`src/rtl/matrix_pkg.sv`:
```
// Shared constants, scan state encoding and line-enable helper for the
// 16x16 LED matrix refresh engine.
package matrix_pkg;

  localparam int NUM_LINES  = 16;
  localparam int LINE_IDX_W = 4;
  localparam int ROW_W      = 16;

  typedef enum logic {
    S_BLANK = 1'b0,
    S_SHOW  = 1'b1
  } scan_state_e;

  localparam logic [ROW_W-1:0]      LINE_OFF  = 16'hFFFF;
  localparam logic [LINE_IDX_W-1:0] LAST_LINE = 4'd15;

  // One-hot active-low enable for a single matrix line.
  function automatic logic [ROW_W-1:0] line_enable(input logic [LINE_IDX_W-1:0] line);
    logic [ROW_W-1:0] one;
    one = 16'h0001;
    return ~(one << line);
  endfunction

endpackage

```
`src/rtl/frame_bank.sv`:
```
// Double-buffered frame store: two banks of 16 lines x 16 pixels, one write
// port and one combinational read port. Asynchronously cleared to all-off.
module frame_bank
  import matrix_pkg::*;
(
  input  logic                  clk,
  input  logic                  reset_n,
  input  logic                  wr_en,
  input  logic                  wr_bank,
  input  logic [LINE_IDX_W-1:0] wr_line,
  input  logic [ROW_W-1:0]      wr_data,
  input  logic                  rd_bank,
  input  logic [LINE_IDX_W-1:0] rd_line,
  output logic [ROW_W-1:0]      rd_data
);

  logic [ROW_W-1:0] mem_q [2][NUM_LINES];
  logic [ROW_W-1:0] mem_d [2][NUM_LINES];

  // Next contents: apply the single write, otherwise hold.
  always_comb begin
    mem_d = mem_q;
    if (wr_en) begin
      mem_d[wr_bank][wr_line] = wr_data;
    end else begin
      mem_d = mem_q;
    end
  end

  // Storage registers with asynchronous clear to zero.
  always_ff @(posedge clk or negedge reset_n) begin
    if (!reset_n) begin
      for (int b = 0; b < 2; b++) begin
        for (int l = 0; l < NUM_LINES; l++) begin
          mem_q[b][l] <= {ROW_W{1'b0}};
        end
      end
    end else begin
      mem_q <= mem_d;
    end
  end

  assign rd_data = mem_q[rd_bank][rd_line];

endmodule

```
`src/rtl/led_matrix_scan.sv`:
```
// LED matrix refresh engine: scans the front bank line by line with a
// blanking gap before each line, and swaps front/back only at frame end.
module led_matrix_scan
  import matrix_pkg::*;
#(
  parameter int LINE_CYC  = 3000,
  parameter int BLANK_CYC = 125
) (
  input  logic                  clk,
  input  logic                  reset_n,
  input  logic                  wr_en,
  input  logic [LINE_IDX_W-1:0] wr_line,
  input  logic [ROW_W-1:0]      wr_data,
  input  logic                  swap_req,
  output logic                  swap_ack,
  output logic                  frame_start,
  output logic [ROW_W-1:0]      line_sel,
  output logic [ROW_W-1:0]      row_drv
);

  localparam int CNT_MAX = (LINE_CYC > BLANK_CYC) ? LINE_CYC : BLANK_CYC;
  localparam int CNT_W   = $clog2(CNT_MAX + 1);
  localparam logic [CNT_W-1:0] LINE_RELOAD  = CNT_W'(LINE_CYC - 1);
  localparam logic [CNT_W-1:0] BLANK_RELOAD = CNT_W'(BLANK_CYC - 1);
  localparam logic [CNT_W-1:0] CNT_ZERO     = {CNT_W{1'b0}};
  localparam logic [CNT_W-1:0] CNT_ONE      = CNT_W'(1);

  scan_state_e             state_q, state_d;
  logic [CNT_W-1:0]        cnt_q, cnt_d;
  logic [LINE_IDX_W-1:0]   line_q, line_d;
  logic                    front_q, front_d;
  logic                    pending_q, pending_d;
  logic                    started_q, started_d;
  logic                    swap_ack_q, swap_ack_d;
  logic                    frame_start_q, frame_start_d;
  logic [ROW_W-1:0]        line_sel_q, line_sel_d;
  logic [ROW_W-1:0]        row_drv_q, row_drv_d;
  logic [ROW_W-1:0]        rd_data_s;

  // Writes always target the back bank; the scan reads the front bank at the
  // line about to be shown so row_drv is registered alongside line_sel.
  frame_bank u_frame_bank (
    .clk     (clk),
    .reset_n (reset_n),
    .wr_en   (wr_en),
    .wr_bank (~front_q),
    .wr_line (wr_line),
    .wr_data (wr_data),
    .rd_bank (front_q),
    .rd_line (line_d),
    .rd_data (rd_data_s)
  );

  // Scan sequencing: phase counter, line index and frame-end swap.
  // The first edge after reset only arms the sequencer, so the reset period
  // itself does not eat into the opening blank gap.
  always_comb begin
    state_d   = state_q;
    cnt_d     = cnt_q;
    line_d    = line_q;
    front_d   = front_q;
    pending_d = pending_q | swap_req;
    started_d = 1'b1;
    if (!started_q) begin
      cnt_d = cnt_q;
    end else begin
      case (state_q)
        S_BLANK: begin
          if (cnt_q == CNT_ZERO) begin
            state_d = S_SHOW;
            cnt_d   = LINE_RELOAD;
          end else begin
            cnt_d = cnt_q - CNT_ONE;
          end
        end
        S_SHOW: begin
          if (cnt_q == CNT_ZERO) begin
            state_d = S_BLANK;
            cnt_d   = BLANK_RELOAD;
            line_d  = line_q + LINE_IDX_W'(1);
            if ((line_q == LAST_LINE) && pending_q) begin
              // A request arriving in the swap cycle stays pending for the next frame.
              front_d   = ~front_q;
              pending_d = swap_req;
            end else begin
              front_d = front_q;
            end
          end else begin
            cnt_d = cnt_q - CNT_ONE;
          end
        end
        default: begin
          state_d = S_BLANK;
          cnt_d   = BLANK_RELOAD;
        end
      endcase
    end
  end

  // Output decode from the next state so every output register lines up with
  // the state register (swap_ack is high in the cycle whose edge swaps).
  always_comb begin
    swap_ack_d    = (state_d == S_SHOW) && (cnt_d == CNT_ZERO) &&
                    (line_d == LAST_LINE) && pending_d;
    frame_start_d = (state_q == S_BLANK) && (state_d == S_SHOW) &&
                    (line_d == {LINE_IDX_W{1'b0}});
    if (state_d == S_SHOW) begin
      line_sel_d = line_enable(line_d);
      row_drv_d  = rd_data_s;
    end else begin
      line_sel_d = LINE_OFF;
      row_drv_d  = {ROW_W{1'b0}};
    end
  end

  // State and output registers, asynchronously reset to the blanked state.
  always_ff @(posedge clk or negedge reset_n) begin
    if (!reset_n) begin
      state_q       <= S_BLANK;
      cnt_q         <= BLANK_RELOAD;
      line_q        <= {LINE_IDX_W{1'b0}};
      front_q       <= 1'b0;
      pending_q     <= 1'b0;
      started_q     <= 1'b0;
      swap_ack_q    <= 1'b0;
      frame_start_q <= 1'b0;
      line_sel_q    <= LINE_OFF;
      row_drv_q     <= {ROW_W{1'b0}};
    end else begin
      state_q       <= state_d;
      cnt_q         <= cnt_d;
      line_q        <= line_d;
      front_q       <= front_d;
      pending_q     <= pending_d;
      started_q     <= started_d;
      swap_ack_q    <= swap_ack_d;
      frame_start_q <= frame_start_d;
      line_sel_q    <= line_sel_d;
      row_drv_q     <= row_drv_d;
    end
  end

  assign swap_ack    = swap_ack_q;
  assign frame_start = frame_start_q;
  assign line_sel    = line_sel_q;
  assign row_drv     = row_drv_q;

endmodule

```
`config.mk`:
```
export PLATFORM = sky130hd
export DESIGN_NAME = led_matrix_scan
export DESIGN_NICKNAME = d
export VERILOG_FILES = /design/src/rtl/matrix_pkg.sv /design/src/rtl/frame_bank.sv /design/src/rtl/led_matrix_scan.sv
export SDC_FILE = /design/constraint.sdc
export NUM_CORES = 1
export LEC_CHECK = 0
export CORE_UTILIZATION = 45
export DETAILED_ROUTE_END_ITERATION = 8
export PLACE_DENSITY = 0.63
export SETUP_SLACK_MARGIN = 0.2
export SYNTH_ARGS = -nofsm -noshare
export SYNTH_HDL_FRONTEND = slang
export SYNTH_SLANG_ARGS = --single-unit
```
`constraint.sdc`:
```
create_clock -name clk -period 4.2 [get_ports clk]
set_input_delay 0.42 -clock clk [delete_from_list [all_inputs] [get_ports clk]]
set_output_delay 0.42 -clock clk [all_outputs]
set_load 0.02 [all_outputs]
```
==> impl_metrics.toml, run 1 <==
[drt]
wl_per_cell_um = 26.3
routed_via_density = 6.02
drt_iter0_drc = 1342
drc = 0
num_vias = 16900
routed_wl_mm = 73.7
postRouteAntennaNets = 0
drt-pass1-iter-count = 7

[die]
fp.dieH_um = 242
die-width_um = 242
ios = 58
start_util_pct = 45.7
coreArea_mm2 = 0.0567
num_rows = 87
dieArea_mm2 = 0.0586

[outcome]
status = "completed"

[power]
peakVddDrop_mv = 0.291
cellPowerDensity_mw_per_mm2 = 444
p_leak_nw = 12.7

[timing]
period_needed_ps = 3700
max_freq_ghz = 0.271
relSlewSlack_pct = 12.1
finalClockSkew_ps = 20.2
setup_viol = 0
drv_slew = 0
rsz0062_at_grt = "no"
final_hold_viol_count = 0
fin_crit_sh_pct = 88.0
worstMarginPinSlew_ps = 1310
fin_setup_tns_ps = 0

[critical_path]
rr_worst_depth = 10
end_kind = "flop"
cp.required_ps = 4750
path_class = "flop to flop"
crit_path_max_fanout = 15
worst_ep_arrival_time_ps = 4250
r2r_slack_ps = 500
cp-start-kind = "flop"

[finish]
design_area_mm2 = 0.0296
multiInputGateArea_mm2 = 0.0111
drive_gt1_share_pct = 38.7
num-fill-cells = 4806
fin_nets = 2029
area_growth_pct = 14.3
seq_area_mm2 = 0.0142
antenna_cells = 0

[clock_tree]
clock_latency_ps = 640
cts_inserted_buffers = 58
clkSinkCount = 566
post_cts_buffers = 0
cts-root-buf = "clkbuf_16"
htree_levels = 2
ctsLongestPathBuffers = 3
clkTransAtPathRegs_ps = 70
cts_tree = "built"
postCtsResizedCells = 0

[logic_synthesis]
ys_ff_latch = 566
synth.top_cells.by_area = "dfrtp_1, mux2_2, mux2i_1"
synth_most_common_cell = "dfrtp_1"
yosys_warnings = 0
synth_top_cells_by_count = "dfrtp_1, mux2_2, mux2i_1"
yosysTopAreaCell = "dfrtp_1"
yosysSeqAreaShare_pct = 54.7
netlist_instances = 1962
yosys_most_used_dff = "dfrtp_1"
synth_cell_types = 60
syn_avg_cell_area_um2 = 13.2
synthArstFlopShare_pct = 100
syn-num-nets = 1989
synth-edff-count = 0
synthDominantCellAreaShare_pct = 52.6
netlist_area_mm2 = 0.0259

[job]
maxCapViolations = 0

[placed_design]
portBuffers = 57
dp_hpwl_mm = 46.3
gp_congestion = 0.870
dpl_cell_area_mm2 = 0.0277

[grt]
grt_pass1_wl_mm = 112
grt_max_degree = 124
antenna_found_initial = 0
grtUsageTotal_pct = 25.4
grt-ovfl-total = 0
grt_pass1_vias = 17300

[min_path]
hold_path.class = "input port to flop"
hold_path_depth = 2
## cell families (layout without fill, tap and decap cells)
| kind of cell | Yosys count | in the layout | synth area share, % |
|---|---|---|---|
| simple gates | 324 | 324 | 6.05 |
| other cells | 1 | 1 | 0.0145 |
| xor+xnor | 5 | 5 | 0.169 |
| mux | 715 | 715 | 31.5 |
| compound gates | 168 | 168 | 4.62 |
| flops | 566 | 566 | 54.7 |
| fa+ha+maj | 3 | 3 | 0.145 |
| buf+inv | 180 | 268 | 2.80 |
## power by group
group          switching [W]  internal, W
Combinational       0.000762     0.000693
Clock                0.00219      0.00300
Sequential          0.000383      0.00612
Total                0.00333      0.00981
## sequential cells by signal, indices dropped and copies added, names as in the netlist, 4 cells and up
| register | cells |
|---|---|
| u_frame_bank.mem_q | 512 |
| line_sel | 16 |
| line_q | 4 |
| cnt_q | 12 |
| row_drv | 16 |
## critical path: stages, from the launching register on
cell      delay (ps)
dfrtp_1          380
inv_1            110
ha_1             140
or3b_2           550
or4_4            650
and3_4           220
or2_2            490
buf_4            300
a222oi_1         410
a21oi_1          130
a32oi_1          200
## placed cells by master (no fill, tap or decap), types with 6 or more instances in the layout
master / n
a21oi_1: 44
a221oi_1: 33
a222oi_1: 18
a22oi_1: 12
a31oi_1: 9
a32oi_1: 6
buf_12: 10
buf_4: 80
clkbuf_1: 11
clkbuf_16: 59
clkbuf_8: 14
clkdlybuf4s50_1: 56
clkinv_2: 17
dfrtp_1: 544
dfstp_2: 21
inv_1: 10
mux2_2: 517
mux2i_1: 168
mux4_2: 29
nand2_1: 131
nand2b_1: 7
nand3_1: 69
nand4_1: 9
nor2_1: 27
nor2_2: 13
nor3_1: 16
o21ai_0: 19
## routing by layer
metal	GRT usage [%]	wire length, um	part of all wire, %
met4	9.98	2930	4.0
met1	35.2	32000	43
met2	39.2	33600	46
met3	5.06	5140	7.0
met5	0	0	0
## worst paths after layout
kind | startpoint | endpoint
worst max-delay path | cnt_q[0]$_DFF_PN0_ | row_drv[4]$_DFF_PN0_
worst min-delay path | swap_req | pending_q$_DFF_PN0_
worst max register to register | cnt_q[0]$_DFF_PN0_ | row_drv[4]$_DFF_PN0_
worst min register to register | u_frame_bank.mem_q[120]$_DFFE_PN0P_ | u_frame_bank.mem_q[120]$_DFFE_PN0P_
max in group asynchronous | reset_n | u_frame_bank.mem_q[355]$_DFFE_PN0P_
min in group asynchronous | reset_n | u_frame_bank.mem_q[172]$_DFFE_PN0P_
## timing repair
item                                    CTS  global route
hold endpoints to repair                105             0
endpoints found under the setup margin    0             0
hold buffers                              1             0
## per-stage QoR
stage | hold WS, ps | setup slack (ps) | total power, W | utilization (%) | instances
after floorplan | 124 | 1030 | 0.00744 | - | 1962
after global placement | 482 | 693 | 0.00794 | 48.8 | 2697
after detailed placement | 491 | 587 | 0.00803 | 48.8 | 2697
after CTS | 393 | 569 | 0.0132 | 52.2 | 2806
after global routing | 432 | 384 | 0.0137 | 52.2 | 2806
final | 409 | 504 | 0.0131 | 52.2 | 2806
## cell type report
class,count,area share [%]
sequential,566,47.9
timing repair buffer,148,4.68
clock buffer,84,5.77
inverter,12,0.152
clock inverter,24,0.739
multi-input combinational,1216,37.6
tap,756,3.19
(Power assumes the default switching activity.)
==> inputs of run 2 (changes only) <==
--- a/config.mk
+++ b/config.mk
@@ -9,6 +9,7 @@
 export DETAILED_ROUTE_END_ITERATION = 8
 export PLACE_DENSITY = 0.63
 export SETUP_SLACK_MARGIN = 0.2
+export SLEW_MARGIN = 40
 export SYNTH_ARGS = -nofsm -noshare
 export SYNTH_HDL_FRONTEND = slang
 export SYNTH_SLANG_ARGS = --single-unit
==> run 2 against run 1 <==
- global-route usage is essentially flat
- clock-buffer cell count rose by 13
- sequential cell count did not move
==> impl_metrics.toml, run 2 (synthesis gave the netlist of run 1 again) <==
[power]
peakVddDrop_mv = 0.306
cellPowerDensity_mw_per_mm2 = 449
p_leak_nw = 12.8
total_power_w = 0.0133

[finish]
fin_nets = 2031
multiInputGateArea_mm2 = 0.0111
seq_area_mm2 = 0.0142
antenna_cells = 0
top_register = "u_frame_bank.mem_q"
layout_commonest_cell = "dfrtp_1"
num-fill-cells = 4778
area_growth_pct = 14.4
final_cells = 2807
drive_gt1_share_pct = 39.4
layout_common_cells = "dfrtp_1, mux2_2, mux2i_1"
largest_reg_flops = 512
design_area_mm2 = 0.0297

[job]
maxCapViolations = 0

[die]
dieArea_mm2 = 0.0586
coreArea_mm2 = 0.0567
die-width_um = 242
num_rows = 87
ios = 58
start_util_pct = 45.7
fp.dieH_um = 242

[placed_design]
placed_cells = 2698
dpl_cell_area_mm2 = 0.0276
gp_congestion = 0.870
dp_hpwl_mm = 46.5
portBuffers = 57
post-place-ws_ps = 609

[min_path]
hold_path.class = "input port to asynchronous set/reset pin"

[timing]
fin_crit_sh_pct = 86.9
final_hold_viol_count = 0
worst_slack_ps = 549
setup_viol = 0
drv_slew = 0
finalClockSkew_ps = 17.4
fin_setup_tns_ps = 0
relSlewSlack_pct = 42.0
period_needed_ps = 3650
worstMarginPinSlew_ps = 864
rsz0062_at_grt = "no"
max_freq_ghz = 0.274

[critical_path]
cp_num_buf_inv = 2
cp_top_family = "simple AND/OR/NAND/NOR gates"
crit_path_max_fanout = 15
worst_ep_arrival_time_ps = 4180
end_kind = "flop"
path_cells = "inv_1 > ha_1 > or3b_2 > or4_4 > and3_4 > or2_2 > buf_4 > a222oi_1 > a21oi_1 > a32oi_1"
slowest_stage = "or4_4"
cp-start-kind = "flop"
cp.required_ps = 4730
cpPeakStageDelay_ps = 650
path_class = "flop to flop"

[drt]
drt-pass1-iter-count = 6
routed_wl_mm = 73.4
routed_via_density = 5.99
postRouteAntennaNets = 0
num_vias = 16800
wl_per_cell_um = 26.1
drc = 0
drt_iter0_drc = 1458

[clock_tree]
clock_latency_ps = 620
cts_inserted_buffers = 59
clkTransAtPathRegs_ps = 60
clkSinkCount = 566
cts_tree = "built"
htree_levels = 2
cts-root-buf = "clkbuf_16"
ctsLongestPathBuffers = 3

[outcome]
status = "completed"

[grt]
grt_max_degree = 124
antenna_found_initial = 0
grt_pass1_vias = 17300
grt-ovfl-total = 0
grt_pass1_wl_mm = 112
grtUsageTotal_pct = 25.3
run 2: per-layer routing:
metal  global-route usage, %  routed length, um  vias up
li1                        -                  -     7229
met3                    5.43               5050      121
met5                       0                  0        -
met4                    7.95               2300        0
met1                    35.1              32000     8893
met2                    39.8              34100      558
run 2: final timing paths:
kind	start	endpoint	slack, ps	cells after the start
worst min-delay path	reset_n	u_frame_bank.mem_q[428]$_DFFE_PN0P_	300	2
worst min register to register	u_frame_bank.mem_q[45]$_DFFE_PN0P_	u_frame_bank.mem_q[45]$_DFFE_PN0P_	500	1
max in group asynchronous	reset_n	front_q$_DFFE_PN0P_	2530	4
worst max register to register	cnt_q[0]$_DFF_PN0_	row_drv[4]$_DFF_PN0_	550	10
min in group clk	swap_req	pending_q$_DFF_PN0_	420	2
worst max-delay path	cnt_q[0]$_DFF_PN0_	row_drv[4]$_DFF_PN0_	550	10
run 2: timing repair:
item / CTS / global route
hold buffers: 1 / 0
buffers inserted: 0 / 0
endpoints found under the hold margin: 41 / 0
gates resized for setup: 0 / 0
run 2: cell type report:
class,count,area share (%)
Clock buffer,97,6.35
Clock inverter,11,0.439
Inverter,12,0.152
Multi-Input combinational cell,1216,37.5
Sequential cell,566,47.8
Tap cell,756,3.19
Timing Repair Buffer,149,4.50
run 2: where the power goes:
group,switching (W),leakage (nW),internal (W)
sequential,0.000385,7.37,0.00612
combinational,0.000755,4.41,0.000687
clock,0.00215,0.998,0.00322
run 2: stage by stage:
stage	util (%)	hold WS [ps]
6_report	52.3	302
5_1_grt	52.3	318
4_1_cts	52.3	300
3_5_place_dp	48.7	369
3_3_place_gp	48.8	482
2_1_floorplan	-	124
